<file path="src/rtl/mdu_pkg.sv">
// Shared types and helpers for the iterative multiply/divide unit.
package mdu_pkg;

    // Widest result the sign-fix helper handles; WIDTH must not exceed MaxBits/2.
    localparam int unsigned MaxBits = 128;

    typedef enum logic [1:0] {
        OpMult  = 2'b00,
        OpMultu = 2'b01,
        OpDiv   = 2'b10,
        OpDivu  = 2'b11
    } op_e;

    typedef enum logic [1:0] {
        StIdle,
        StCalc,
        StFix,
        StDone
    } state_e;

    function automatic logic [MaxBits-1:0] neg_if(input logic [MaxBits-1:0] value,
                                                  input logic               flag);
        return flag ? (~value + 1'b1) : value;
    endfunction

    function automatic logic [MaxBits-1:0] dbz_quot();
        return '1;
    endfunction

endpackage

</file>
<file path="src/rtl/mdu_iter_if.sv">
// Start/ready handshake and result bus between the execute stage and mdu_iter.
interface mdu_iter_if #(
    parameter int unsigned WIDTH = 32
);
    logic                 start_i;
    logic                 annul_i;
    logic [1:0]           op_i;
    logic [WIDTH-1:0]     a_i;
    logic [WIDTH-1:0]     b_i;
    logic [2*WIDTH-1:0]   result_o;
    logic                 ready_o;
    logic                 busy_o;
    logic                 dbz_o;

    modport master (
        output start_i, annul_i, op_i, a_i, b_i,
        input  result_o, ready_o, busy_o, dbz_o
    );

    modport slave (
        input  start_i, annul_i, op_i, a_i, b_i,
        output result_o, ready_o, busy_o, dbz_o
    );
endinterface

</file>
<file path="src/rtl/mdu_iter.sv">
// Iterative signed/unsigned multiply and restoring divide, one bit per cycle,
// sharing one 2*WIDTH accumulator. Operands are magnitudes; signs are fixed up in FIX.
module mdu_iter
    import mdu_pkg::*;
#(
    parameter int unsigned WIDTH = 32
) (
    input logic        clk,
    input logic        rst,
    mdu_iter_if.slave  bus_io
);

    localparam int unsigned CntW = $clog2(WIDTH);

    state_e             state_q;
    logic [CntW-1:0]    cnt_q;
    logic               is_div_q;
    logic [WIDTH-1:0]   opb_q;
    logic [2*WIDTH-1:0] acc_q;
    logic               neg_lo_q;
    logic               neg_hi_q;
    logic [2*WIDTH-1:0] result_q;
    logic               dbz_q;

    logic               a_neg;
    logic               b_neg;
    logic [WIDTH-1:0]   a_abs;
    logic [WIDTH-1:0]   b_abs;
    logic [WIDTH:0]     hi_sum;
    logic [WIDTH:0]     shifted;
    logic               ge;
    logic [WIDTH-1:0]   rem_next;
    logic [2*WIDTH-1:0] mul_next;
    logic [2*WIDTH-1:0] div_next;
    logic [2*WIDTH-1:0] fix_result;
    logic [2*WIDTH-1:0] dbz_result;

    always_comb begin
        // op_i[0] clear selects the signed variants.
        a_neg    = ~bus_io.op_i[0] & bus_io.a_i[WIDTH-1];
        b_neg    = ~bus_io.op_i[0] & bus_io.b_i[WIDTH-1];
        a_abs    = a_neg ? (~bus_io.a_i + 1'b1) : bus_io.a_i;
        b_abs    = b_neg ? (~bus_io.b_i + 1'b1) : bus_io.b_i;

        // Multiply: acc = {hi, multiplier}; add multiplicand to hi on LSB, shift right.
        hi_sum   = {1'b0, acc_q[2*WIDTH-1:WIDTH]} + {1'b0, (acc_q[0] ? opb_q : '0)};
        mul_next = {hi_sum, acc_q[WIDTH-1:1]};

        // Divide: acc = {remainder, quotient}; the shifted remainder needs WIDTH+1 bits.
        shifted  = {acc_q[2*WIDTH-1:WIDTH], acc_q[WIDTH-1]};
        ge       = shifted >= {1'b0, opb_q};
        rem_next = ge ? WIDTH'(shifted - {1'b0, opb_q}) : shifted[WIDTH-1:0];
        div_next = {rem_next, acc_q[WIDTH-2:0], ge};

        if (is_div_q) begin
            fix_result = {WIDTH'(neg_if(MaxBits'(acc_q[2*WIDTH-1:WIDTH]), neg_hi_q)),
                          WIDTH'(neg_if(MaxBits'(acc_q[WIDTH-1:0]), neg_lo_q))};
        end else begin
            fix_result = (2*WIDTH)'(neg_if(MaxBits'(acc_q), neg_lo_q));
        end

        dbz_result = {bus_io.a_i, WIDTH'(dbz_quot())};
    end

    always_ff @(posedge clk or posedge rst) begin
        if (rst) begin
            state_q  <= StIdle;
            cnt_q    <= '0;
            is_div_q <= 1'b0;
            opb_q    <= '0;
            acc_q    <= '0;
            neg_lo_q <= 1'b0;
            neg_hi_q <= 1'b0;
            result_q <= '0;
            dbz_q    <= 1'b0;
        end else if (bus_io.annul_i) begin
            state_q <= StIdle;
        end else begin
            unique case (state_q)
                StIdle: begin
                    if (bus_io.start_i) begin
                        is_div_q <= bus_io.op_i[1];
                        if (bus_io.op_i[1] && (bus_io.b_i == '0)) begin
                            result_q <= dbz_result;
                            dbz_q    <= 1'b1;
                            state_q  <= StDone;
                        end else begin
                            opb_q    <= b_abs;
                            acc_q    <= {{WIDTH{1'b0}}, a_abs};
                            neg_lo_q <= a_neg ^ b_neg;
                            neg_hi_q <= a_neg;
                            cnt_q    <= '0;
                            state_q  <= StCalc;
                        end
                    end
                end
                StCalc: begin
                    acc_q <= is_div_q ? div_next : mul_next;
                    cnt_q <= cnt_q + 1'b1;
                    if (cnt_q == CntW'(WIDTH - 1)) begin
                        state_q <= StFix;
                    end
                end
                StFix: begin
                    result_q <= fix_result;
                    dbz_q    <= 1'b0;
                    state_q  <= StDone;
                end
                StDone: begin
                    state_q <= StIdle;
                end
                default: begin
                    state_q <= StIdle;
                end
            endcase
        end
    end

    assign bus_io.result_o = result_q;
    assign bus_io.dbz_o    = dbz_q;
    assign bus_io.busy_o   = (state_q != StIdle);
    assign bus_io.ready_o  = (state_q == StDone);

endmodule

</file>
<file path="src/flat_wrapper.sv">
// flat-port wrapper written by rule: the top's interface ports become plain ports
module mdu_iter_flat import mdu_pkg::*;
#(
    parameter int unsigned WIDTH = 32
)
  (clk, rst, bus_io_start_i, bus_io_annul_i, bus_io_op_i, bus_io_a_i, bus_io_b_i, bus_io_result_o, bus_io_ready_o, bus_io_busy_o, bus_io_dbz_o);
  mdu_iter_if #(.WIDTH(WIDTH)) bus_io_i ();
  input logic clk;
  input logic rst;
  input wire logic [$bits(bus_io_i.start_i)-1:0] bus_io_start_i;
  input wire logic [$bits(bus_io_i.annul_i)-1:0] bus_io_annul_i;
  input wire logic [$bits(bus_io_i.op_i)-1:0] bus_io_op_i;
  input wire logic [$bits(bus_io_i.a_i)-1:0] bus_io_a_i;
  input wire logic [$bits(bus_io_i.b_i)-1:0] bus_io_b_i;
  output wire logic [$bits(bus_io_i.result_o)-1:0] bus_io_result_o;
  output wire logic [$bits(bus_io_i.ready_o)-1:0] bus_io_ready_o;
  output wire logic [$bits(bus_io_i.busy_o)-1:0] bus_io_busy_o;
  output wire logic [$bits(bus_io_i.dbz_o)-1:0] bus_io_dbz_o;
  assign bus_io_i.start_i = bus_io_start_i;
  assign bus_io_i.annul_i = bus_io_annul_i;
  assign bus_io_i.op_i = bus_io_op_i;
  assign bus_io_i.a_i = bus_io_a_i;
  assign bus_io_i.b_i = bus_io_b_i;
  assign bus_io_result_o = bus_io_i.result_o;
  assign bus_io_ready_o = bus_io_i.ready_o;
  assign bus_io_busy_o = bus_io_i.busy_o;
  assign bus_io_dbz_o = bus_io_i.dbz_o;
  mdu_iter #(.WIDTH(WIDTH)) u_core (.clk(clk), .rst(rst), .bus_io(bus_io_i));
endmodule
</file>
<file path="config.mk">
export PLATFORM = sky130hd
export DESIGN_NAME = mdu_iter_flat
export DESIGN_NICKNAME = d
export VERILOG_FILES = /design/src/rtl/mdu_pkg.sv /design/src/rtl/mdu_iter_if.sv /design/src/rtl/mdu_iter.sv /design/src/flat_wrapper.sv
export SDC_FILE = /design/constraint.sdc
export NUM_CORES = 1
export LEC_CHECK = 0
export BUFFER_PORTS_ARGS = -buffer_cell sky130_fd_sc_hd__buf_2
export CELL_PAD_IN_SITES_DETAIL_PLACEMENT = 1
export CELL_PAD_IN_SITES_GLOBAL_PLACEMENT = 2
export CORE_MARGIN = 4
export CORE_UTILIZATION = 39
export DETAILED_ROUTE_END_ITERATION = 10
export GPL_ROUTABILITY_DRIVEN = 0
export HOLD_SLACK_MARGIN = 0.12
export PLACE_DENSITY_LB_ADDON = 0.1
export SLEW_MARGIN = 20
export SYNTH_ARGS = -nofsm -noshare
export SYNTH_HDL_FRONTEND = slang
export SYNTH_SLANG_ARGS = --single-unit
</file>
<file path="constraint.sdc">
create_clock -name clk -period 11.7 [get_ports clk]
set_clock_uncertainty 0.15 [all_clocks]
set_input_delay 0.585 -clock clk [delete_from_list [all_inputs] [get_ports clk]]
set_output_delay 0.585 -clock clk [all_outputs]
set_load 0.01 [all_outputs]
</file>
==> impl_metrics.toml, run 1 <==
[synth]
async_flop_share = 1.000
ys_seq_area_frac = 0.3027
synth_nets = 1887
synthesis.area_mm2 = 0.01414
synth-edff-count = 0
synth-seq-cells = 171
yosys_warnings = 0
synth_area_per_cell_um2 = 8.120
netlist_instances = 1741
yosys.cell_types.count = 90
synth_flop_cell = "dfrtp_1"

[clock_tree]
cts_setup_buffers = 0
root_buffer = "clkbuf_16"
clock_sinks = 171
cts.path.max_buffers = 2
cts_resized = 0
htree_levels = 4
ctsHoldBuffers = 1
cts_tree = "done"
clkTransAtPathRegs_ns = 0.07
clk_latency_ns = 0.45
numCtsBuffers = 17

[power_and_ir_drop]
p_int_mw = 2.361
power.density_mw_per_mm2 = 299.3
ir_drop_mv = 0.1746
p_leak_nw = 7.181
p_total_mw = 4.743
combPwrFrac = 0.607
switchingPower_mw = 2.381
power.share.sequential = 0.253
p_sw_frac = 0.5021
p_clk_frac = 0.140

[run_status]
outcome = "completed"

[routing]
route.detailed.drc = 0
met2_length_um = 22370
top_layer_used = "met4"
wl_per_cell_um = 20.69
drt-pass1-iter-count = 4
antenna_left = 0
vias = 13160
via_per_inst = 5.732
dr_wl_met3_um = 1717
wl_um = 47500
drtIter0Drc = 746
m1WireLength_um = 22380

[setup_path]
reg2reg_from = "u_core.acc_q[0]"
reg2reg_depth = 12
crit_path_frequent_cell = "a311oi_1"
worstPathRequired_ns = 11.89
r2r-end = "u_core.acc_q[60]"
startpoint_type = "flop"
cp_max_fo = 32
cp-end-kind = "flop"
crit_chain = "inv_1, nor2_1, ha_1, a21o_1, a311oi_1, o32a_1, o211ai_1, a31oi_1, o31ai_1, a311oi_1, xnor2_1, a221o_1"
critPathMaxStageDelay_ns = 0.81
reg2reg_slack_ns = 7.32
criticalPathCategory = "flop to flop"
slowest_stage = "inv_1"
critPathArrivalTime_ns = 4.57

[grt]
grt_pass1_vias = 13390
grt_max_degree = 77
overflow = 0
grt_usage = 0.2404
grt_pass1_wl_um = 75510
antenna_found_initial = 0

[job]
max_cap_violations = 0

[floorplan]
initial_core_util = 0.3965
die_h_um = 198.4
die_area_mm2 = 0.03936
num_rows = 69
design.core.area_mm2 = 0.03566
num_io_pins = 137
die_w_um = 198.4

[layout]
layout_common_cells = "o21ai_0 (183), dfrtp_1 (170), nor2_1 (169), nand2_1 (168), buf_2 (136)"
num_antenna_cells = 0
utilization = 0.4444
fill_cells = 4382
finalNetCount = 1969
drive_gt1_frac = 0.1193
layout_commonest_cell = "o21ai_0"
area_growth_pct = 12.09

[sta]
max_slew_margin = 0.2819
rsz0062_at_grt = "false"
fin_setup_tns_ns = 0
finalMaxSlewViolations = 0
fin_crit_sh = 0.3745
worst_pin_slew_ns = 1.076
max_freq_mhz = 228.2
min_period_ns = 4.381
setup_viol = 0
final_hold_viol_count = 0

[hold_path]
whs_endpoint = "u_core.state_q[1]"
hold_path_class = "primary input to flop"
hp-start = "bus_io_annul_i"
holdPathStages = 2

[placement]
dpl.hpwl_um = 36600
port_buffers = 136
-- registers in the layout (all words and copies together) (netlist names) --
| name | cells |
|---|---|
| u_core.neg_lo_q | 1 |
| u_core.state_q | 2 |
| u_core.acc_q | 64 |
| u_core.neg_hi_q | 1 |
| u_core.cnt_q | 5 |
| u_core.opb_q | 32 |
| u_core.bus_io.result_o | 64 |
| u_core.is_div_q | 1 |
| u_core.bus_io.dbz_o | 1 |
-- power by group through the flow --
stage / logic, mW / registers [mW] / clock network (mW)
global route: 3.19 / 1.24 / 0.699
detailed placement: 2.86 / 1.21 / 0
floorplan: 2.04 / 1.12 / 0
finish: 2.88 / 1.20 / 0.666
global placement: 2.82 / 1.19 / 0
CTS: 2.88 / 1.20 / 0.680
-- worst max-delay path: cells and delay by family (launching register included) --
family                     cells  cell delay (ns)
AOI/OAI and AO/OA              8             2.19
buffers and inverters          1             0.81
DFF                            1             0.45
adders and majority gates      1             0.41
and+or+nand+nor                1             0.12
xor gates and xnor gates       1             0.10
-- cell families after synthesis --
kind of cell               Yosys count  synth area share
adders and majority gates           76           0.06832
muxes                               68           0.04832
DFF                                171            0.3027
buffers and inverters              159           0.04505
AOI/OAI and AO/OA                  555            0.2439
xor gates and xnor gates           170            0.1053
and+or+nand+nor                    542            0.1864
-- Yosys cell counts, types with 12 or more instances --
master | instances | area share
o21ai_0 | 185 | 0.065
dfrtp_1 | 171 | 0.30
nor2_1 | 171 | 0.045
nand2_1 | 168 | 0.045
a21oi_1 | 130 | 0.046
xor2_1 | 90 | 0.056
xnor2_1 | 80 | 0.050
ha_1 | 74 | 0.065
inv_1 | 71 | 0.019
mux2i_1 | 66 | 0.047
clkbuf_1 | 62 | 0.016
a31oi_1 | 46 | 0.020
nor3_1 | 41 | 0.015
a21o_1 | 33 | 0.018
nand3_1 | 29 | 0.010
o31ai_1 | 20 | 0.011
nand2b_1 | 18 | 0.0080
a22oi_1 | 15 | 0.0080
or4_1 | 14 | 0.0074
a211oi_1 | 13 | 0.0069
and3_1 | 13 | 0.0058
nor4_1 | 13 | 0.0058
buf_2 | 12 | 0.0042
nand4_1 | 12 | 0.0053
-- per-layer routing --
layer  global-route usage  vias to the layer above
met2               0.4028                      246
met5                    0                        -
met3              0.02642                       52
met1               0.3312                     6416
met4              0.06682                        0
li1                     -                     6447
-- how the worst max path moves through the flow --
| stage | to | depth (start not counted) | slack, ns | start |
|---|---|---|---|---|
| 2_1_floorplan | u_core.acc_q[0] | 1 | 6.33 | rst |
| 3_3_place_gp | u_core.acc_q[60] | 12 | 7.42 | u_core.acc_q[0] |
| 3_5_place_dp | u_core.acc_q[60] | 12 | 7.30 | u_core.acc_q[0] |
| 4_1_cts | u_core.acc_q[60] | 12 | 7.29 | u_core.acc_q[0] |
| 5_1_grt | u_core.acc_q[60] | 12 | 7.03 | u_core.acc_q[0] |
| 6_report | u_core.acc_q[60] | 12 | 7.32 | u_core.acc_q[0] |
-- layout make-up --
type	count	area, µm²	area share
Multi-Input combinational cell	1411	9254	0.5840
Sequential cell	171	4280	0.2701
Timing Repair Buffer	150	788.3	0.04974
Tap cell	461	576.8	0.03640
Clock buffer	20	456.7	0.02882
Inverter	72	275.3	0.01737
Clock inverter	11	215.2	0.01358
-- through the flow --
step / setup slack (ns) / cells / hold WS (ns) / instance area [µm²]
floorplan: 6.333 / 1741 / 0.2998 / 14140
global placement: 7.424 / 2264 / 0.3109 / 15160
detailed placement: 7.303 / 2264 / 0.3152 / 15160
CTS: 7.288 / 2296 / 0.2443 / 15850
global route: 7.032 / 2296 / 0.2768 / 15850
finish: 7.319 / 2296 / 0.2630 / 15850
Note: power is estimated with default switching activity, not from simulation.
==> inputs of run 2 (changes only) <==
- CORE_UTILIZATION: 39 -> 37
- clock period: 11.7 -> 4.3 ns (I/O delays scaled with it)
==> run 2 against run 1 <==
Compared with the run above:
- count of clock-buffer cells in the layout is 1 higher
- cell count is 6.9% higher
- register-to-register slack worse by 7.0 ns
- core utilization is 0.41 points higher
- combinational power grew to 2.9 times the previous value
- maximum frequency is 9.9% higher
- first-iteration DRC count is 18% lower
- power grew to 2.8 times the previous value
==> impl_metrics.toml, run 2 (synthesis gave the netlist of run 1 again) <==
[setup_path]
crit_path_frequent_cell = "a311oi_1"
criticalPathCategory = "flop to flop"
startpoint_type = "flop"
worstPathRequired_ns = 4.48
critPathArrivalTime_ns = 4.17
cp_max_fo = 15
crit_chain = "clkinvlp_4, nor2_1, ha_1, a21o_1, a311oi_1, o32a_1, o211ai_1, a31oi_1, o31ai_1, a311oi_1, xnor2_1, a221o_1"
slowest_stage = "dfrtp_1"
critPathTopFamily = "compound AO/OA/AOI/OAI gates"
critPathMaxStageDelay_ns = 0.52
cp-end-kind = "flop"
critPathBufInv = 1

[layout]
num_antenna_cells = 0
area_growth_pct = 19.51
layout_common_cells = "o21ai_0 (184), dfrtp_1 (170), nor2_1 (169), nand2_1 (168), buf_2 (136)"
layout_commonest_cell = "o21ai_0"
drive_gt1_frac = 0.1287
fill_cells = 4641
finalNetCount = 2077

[power_and_ir_drop]
power.density_mw_per_mm2 = 777.2
p_int_mw = 6.508
p_leak_nw = 7.633
p_clk_frac = 0.126
switchingPower_mw = 6.624
p_sw_frac = 0.5044
ir_drop_mv = 0.3193
combPwrFrac = 0.629
p_total_mw = 13.13
power.share.sequential = 0.245

[routing]
wl_um = 50340
antenna_left = 0
vias = 13610
drtIter0Drc = 614
via_per_inst = 5.547
route.detailed.drc = 0
drt-pass1-iter-count = 5
wl_per_cell_um = 20.52

[floorplan]
design.core.area_mm2 = 0.03767
die_area_mm2 = 0.04140
initial_core_util = 0.3753
num_io_pins = 137
die_h_um = 203.5
num_rows = 71
die_w_um = 203.5

[grt]
antenna_found_initial = 1
grt_pass1_vias = 14260
grt_max_degree = 76
grt_pass1_wl_um = 80650
overflow = 0
grt_usage = 0.2435

[clock_tree]
cts_setup_buffers = 0
clock_sinks = 171
clk_latency_ns = 0.45
root_buffer = "clkbuf_16"
numCtsBuffers = 17
cts_tree = "done"
htree_levels = 4
clkTransAtPathRegs_ns = 0.07
cts.path.max_buffers = 2

[sta]
rsz0062_at_grt = "false"
fin_crit_sh = 0.9269
worst_pin_slew_ns = 1.072
max_freq_mhz = 250.9
setup_viol = 0
min_period_ns = 3.986
worst_slack_ns = 0.3142
fin_setup_tns_ns = 0
finalMaxSlewViolations = 0
final_hold_viol_count = 0
max_slew_margin = 0.2847

[run_status]
outcome = "completed"

[hold_path]
hold_path_class = "primary input to flop"

[placement]
dpl.hpwl_um = 39000
port_buffers = 136
place_ws_ns = 0.3029

[job]
max_cap_violations = 0
## run 2: changes by cell type in the layout (fill, tap and decap cells not counted)
cell,previous run,this run
dlygate4sd3_1,1,78
buf_4,13,40
buf_12,0,4
bufinv_16,6,3
clkinvlp_4,1,4
clkbuf_1,1,2
clkinv_4,1,2
inv_1,70,69
inv_6,2,1
o21ai_0,183,184
o21ai_1,9,8
## run 2: worst paths after layout
check | startpoint | end | slack [ns] | cells past startpoint
worst min-delay path | bus_io_start_i | u_core.state_q[1] | 0.16 | 4
min in group asynchronous | rst | u_core.bus_io.result_o[1] | 0.30 | 3
max in group asynchronous | rst | u_core.opb_q[29] | 2.72 | 4
worst min register to register | u_core.opb_q[19] | u_core.opb_q[19] | 0.33 | 2
worst max-delay path | u_core.acc_q[0] | u_core.acc_q[60] | 0.31 | 12
worst max register to register | u_core.acc_q[0] | u_core.acc_q[60] | 0.31 | 12
## run 2: metal layers
metal,up-vias,global-route usage,share of wire
met2,281,0.4226,0.49
li1,6648,-,-
met4,0,0.06408,0.018
met1,6634,0.3258,0.46
met3,50,0.02528,0.041
met5,-,0,0
## run 2: worst reg2reg max path: stages (launching register included)
cell	delay [ns]
dfrtp_1	0.52
clkinvlp_4	0.38
nor2_1	0.19
ha_1	0.32
a21o_1	0.24
a311oi_1	0.38
o32a_1	0.23
o211ai_1	0.17
a31oi_1	0.37
o31ai_1	0.18
a311oi_1	0.33
xnor2_1	0.10
a221o_1	0.32
## run 2: what timing repair did
action                     CTS  global route
hold endpoints to repair   122             0
hold buffers                78             0
gates resized for setup      0             1
setup endpoints to repair    0             1
## run 2: layout make-up
cell class | count | area (µm²) | area share
clock buffers | 21 | 460.4 | 0.02725
clock inverters | 10 | 141.4 | 0.008369
inverters | 72 | 277.8 | 0.01644
multi-input cells | 1411 | 9254 | 0.5477
flip-flops and latches | 171 | 4280 | 0.2534
well taps | 511 | 639.4 | 0.03784
repair buffers | 258 | 1842 | 0.1090
## run 2: power groups by stage
stage | Clock, mW | Combinational [mW] | Sequential [mW]
floorplan | 0 | 5.56 | 3.04
global placement | 0 | 8.05 | 3.21
detailed placement | 0 | 8.15 | 3.24
CTS | 1.69 | 8.27 | 3.22
global route | 1.76 | 9.17 | 3.34
finish | 1.65 | 8.26 | 3.22
## run 2: metrics by stage
step                      utilization  hold WS [ns]  instance area [µm²]  cells
after detailed placement       0.4117        0.2340                15510   2345
after global routing           0.4485        0.1972                16900   2454
after floorplan                     -        0.1318                14140   1741
after CTS                      0.4484        0.1462                16890   2454
final                          0.4485        0.1637                16900   2454
after global placement         0.4117        0.2312                15510   2345
==> inputs of run 3 (changes only) <==
- CORE_MARGIN: 4 -> 2
- CTS_CLUSTER_SIZE: unset -> 30
==> run 3 against run 2 <==
Compared with the run above:
- setup slack got worse by 0.025 ns
- power decreased by 1.7%
- count of clock-buffer cells in the layout unchanged
- critical path type unchanged
- critical endpoint unchanged
- largest power group unchanged
- highest routed layer unchanged
==> impl_metrics.toml, run 3 (synthesis gave the netlist of run 1 again) <==
[power_and_ir_drop]
power.density_mw_per_mm2 = 767.8
ir_drop_mv = 0.2996
p_total_mw = 12.91
p_leak_nw = 7.605

[setup_path]
crit_path_end = "u_core.acc_q[60]"
reg2reg_from = "u_core.acc_q[0]"
startpoint_type = "flop"
criticalPathCategory = "flop to flop"
reg2reg_slack_ns = 0.29
cp_max_fo = 15
r2r-end = "u_core.acc_q[60]"
worstPathRequired_ns = 4.47
cp-startpoint = "u_core.acc_q[0]"
critPathArrivalTime_ns = 4.18
reg2reg_depth = 12
cp-end-kind = "flop"

[placement]
place_ws_ns = 0.3115
port_buffers = 136
dpl.hpwl_um = 38530

[sta]
fin_setup_tns_ns = 0
final_hold_viol_count = 0
fin_crit_sh = 0.9327
rsz0062_at_grt = "false"
hold-worst-slack_ns = 0.3259
worst_pin_slew_ns = 1.026
setup_viol = 0
worst_slack_ns = 0.2893
max_freq_mhz = 249.3
finalMaxSlewViolations = 0
min_period_ns = 4.011
max_slew_margin = 0.3146

[routing]
wl_um = 49680
vias = 13570
via_per_inst = 5.534
drt-pass1-iter-count = 5
route.detailed.drc = 0
drtIter0Drc = 640
wl_per_cell_um = 20.26
antenna_left = 0

[layout]
drive_gt1_frac = 0.1267
layout_commonest_cell = "o21ai_0"
num_antenna_cells = 0
layout_common_cells = "o21ai_0 (184), dfrtp_1 (170), nor2_1 (169), nand2_1 (168), buf_2 (136)"
finalNetCount = 2077
area_growth_pct = 18.95

[floorplan]
die_h_um = 199.5
num_io_pins = 137
die_w_um = 199.5
design.core.area_mm2 = 0.03767
initial_core_util = 0.3753
die_area_mm2 = 0.03979
num_rows = 71

[grt]
grt_pass1_vias = 14160
overflow = 0
grt_use_met1 = 0.3365
grt_max_degree = 88
grt_usage = 0.2566
use_met2 = 0.4348
grt_pass1_wl_um = 79160
grt_util_met3 = 0.03916
antenna_found_initial = 0
top_usage_layer = "met2"

[clock_tree]
clkTransAtPathRegs_ns = 0.07
numCtsBuffers = 17
cts_resized = 0
cts_tree = "done"
clk_latency_ns = 0.45
clock_sinks = 171
cts.path.max_buffers = 2
root_buffer = "clkbuf_16"
htree_levels = 4

[hold_path]
hold_path_class = "flop to flop"

[job]
max_cap_violations = 0

[run_status]
outcome = "completed"
run 3: through the flow:
step                utilization  area [µm²]  cells
finish                   0.4465       16820   2452
global route             0.4465       16820   2452
CTS                      0.4464       16810   2452
detailed placement       0.4117       15510   2345
global placement         0.4117       15510   2345
floorplan                     -       14140   1741
run 3: worst min-delay path by stage:
stage / startpoint / endpoint / slack (ns) / cells after the start
2_1_floorplan: bus_io_annul_i / u_core.state_q[1] / 0.13 / 1
3_3_place_gp: rst / u_core.bus_io.result_o[2] / 0.04 / 2
3_5_place_dp: rst / u_core.bus_io.result_o[2] / 0.04 / 2
4_1_cts: u_core.bus_io.result_o[60] / u_core.bus_io.result_o[60] / 0.33 / 2
5_1_grt: u_core.bus_io.result_o[32] / u_core.bus_io.result_o[32] / 0.36 / 2
6_report: u_core.bus_io.result_o[60] / u_core.bus_io.result_o[60] / 0.33 / 2
run 3: final cells by class:
type                    instances  area (µm²)
inverters                      72       274.0
flip-flops and latches        171        4280
fillers                      4652       20850
clock buffers                  21       450.4
well taps                     511       639.4
repair buffers                258        1842
multi-input cells            1411        9256
clock inverters                 8       73.82
run 3: worst max-delay path, stage by stage (launching register included):
cell	delay, ns
dfrtp_1	0.45
inv_1	0.46
nor2_1	0.11
ha_1	0.39
a21o_1	0.24
a311oi_1	0.39
o32a_1	0.23
o211ai_1	0.15
a31oi_1	0.36
o31ai_1	0.18
a311oi_1	0.34
xnor2_1	0.10
a221o_1	0.33
run 3: routing by layer:
metal,up-vias,routed length [µm]
met1,6614,22900
met5,-,0
met4,0,1165
li1,6653,-
met3,55,1834
met2,247,23780
run 3: what timing repair did:
action	4_1_cts	5_1_grt
setup buffers	0	0
hold buffers	78	0
endpoints found under the hold margin	268	0
setup endpoints to repair	0	0
run 3: where the power goes:
| group | switching (mW) | leakage (nW) | total (mW) | internal, mW |
|---|---|---|---|---|
| combinational | 5.01 | 5.28 | 8.23 | 3.22 |
| sequential | 0.862 | 2.07 | 3.20 | 2.34 |
| clock | 0.680 | 0.254 | 1.48 | 0.799 |
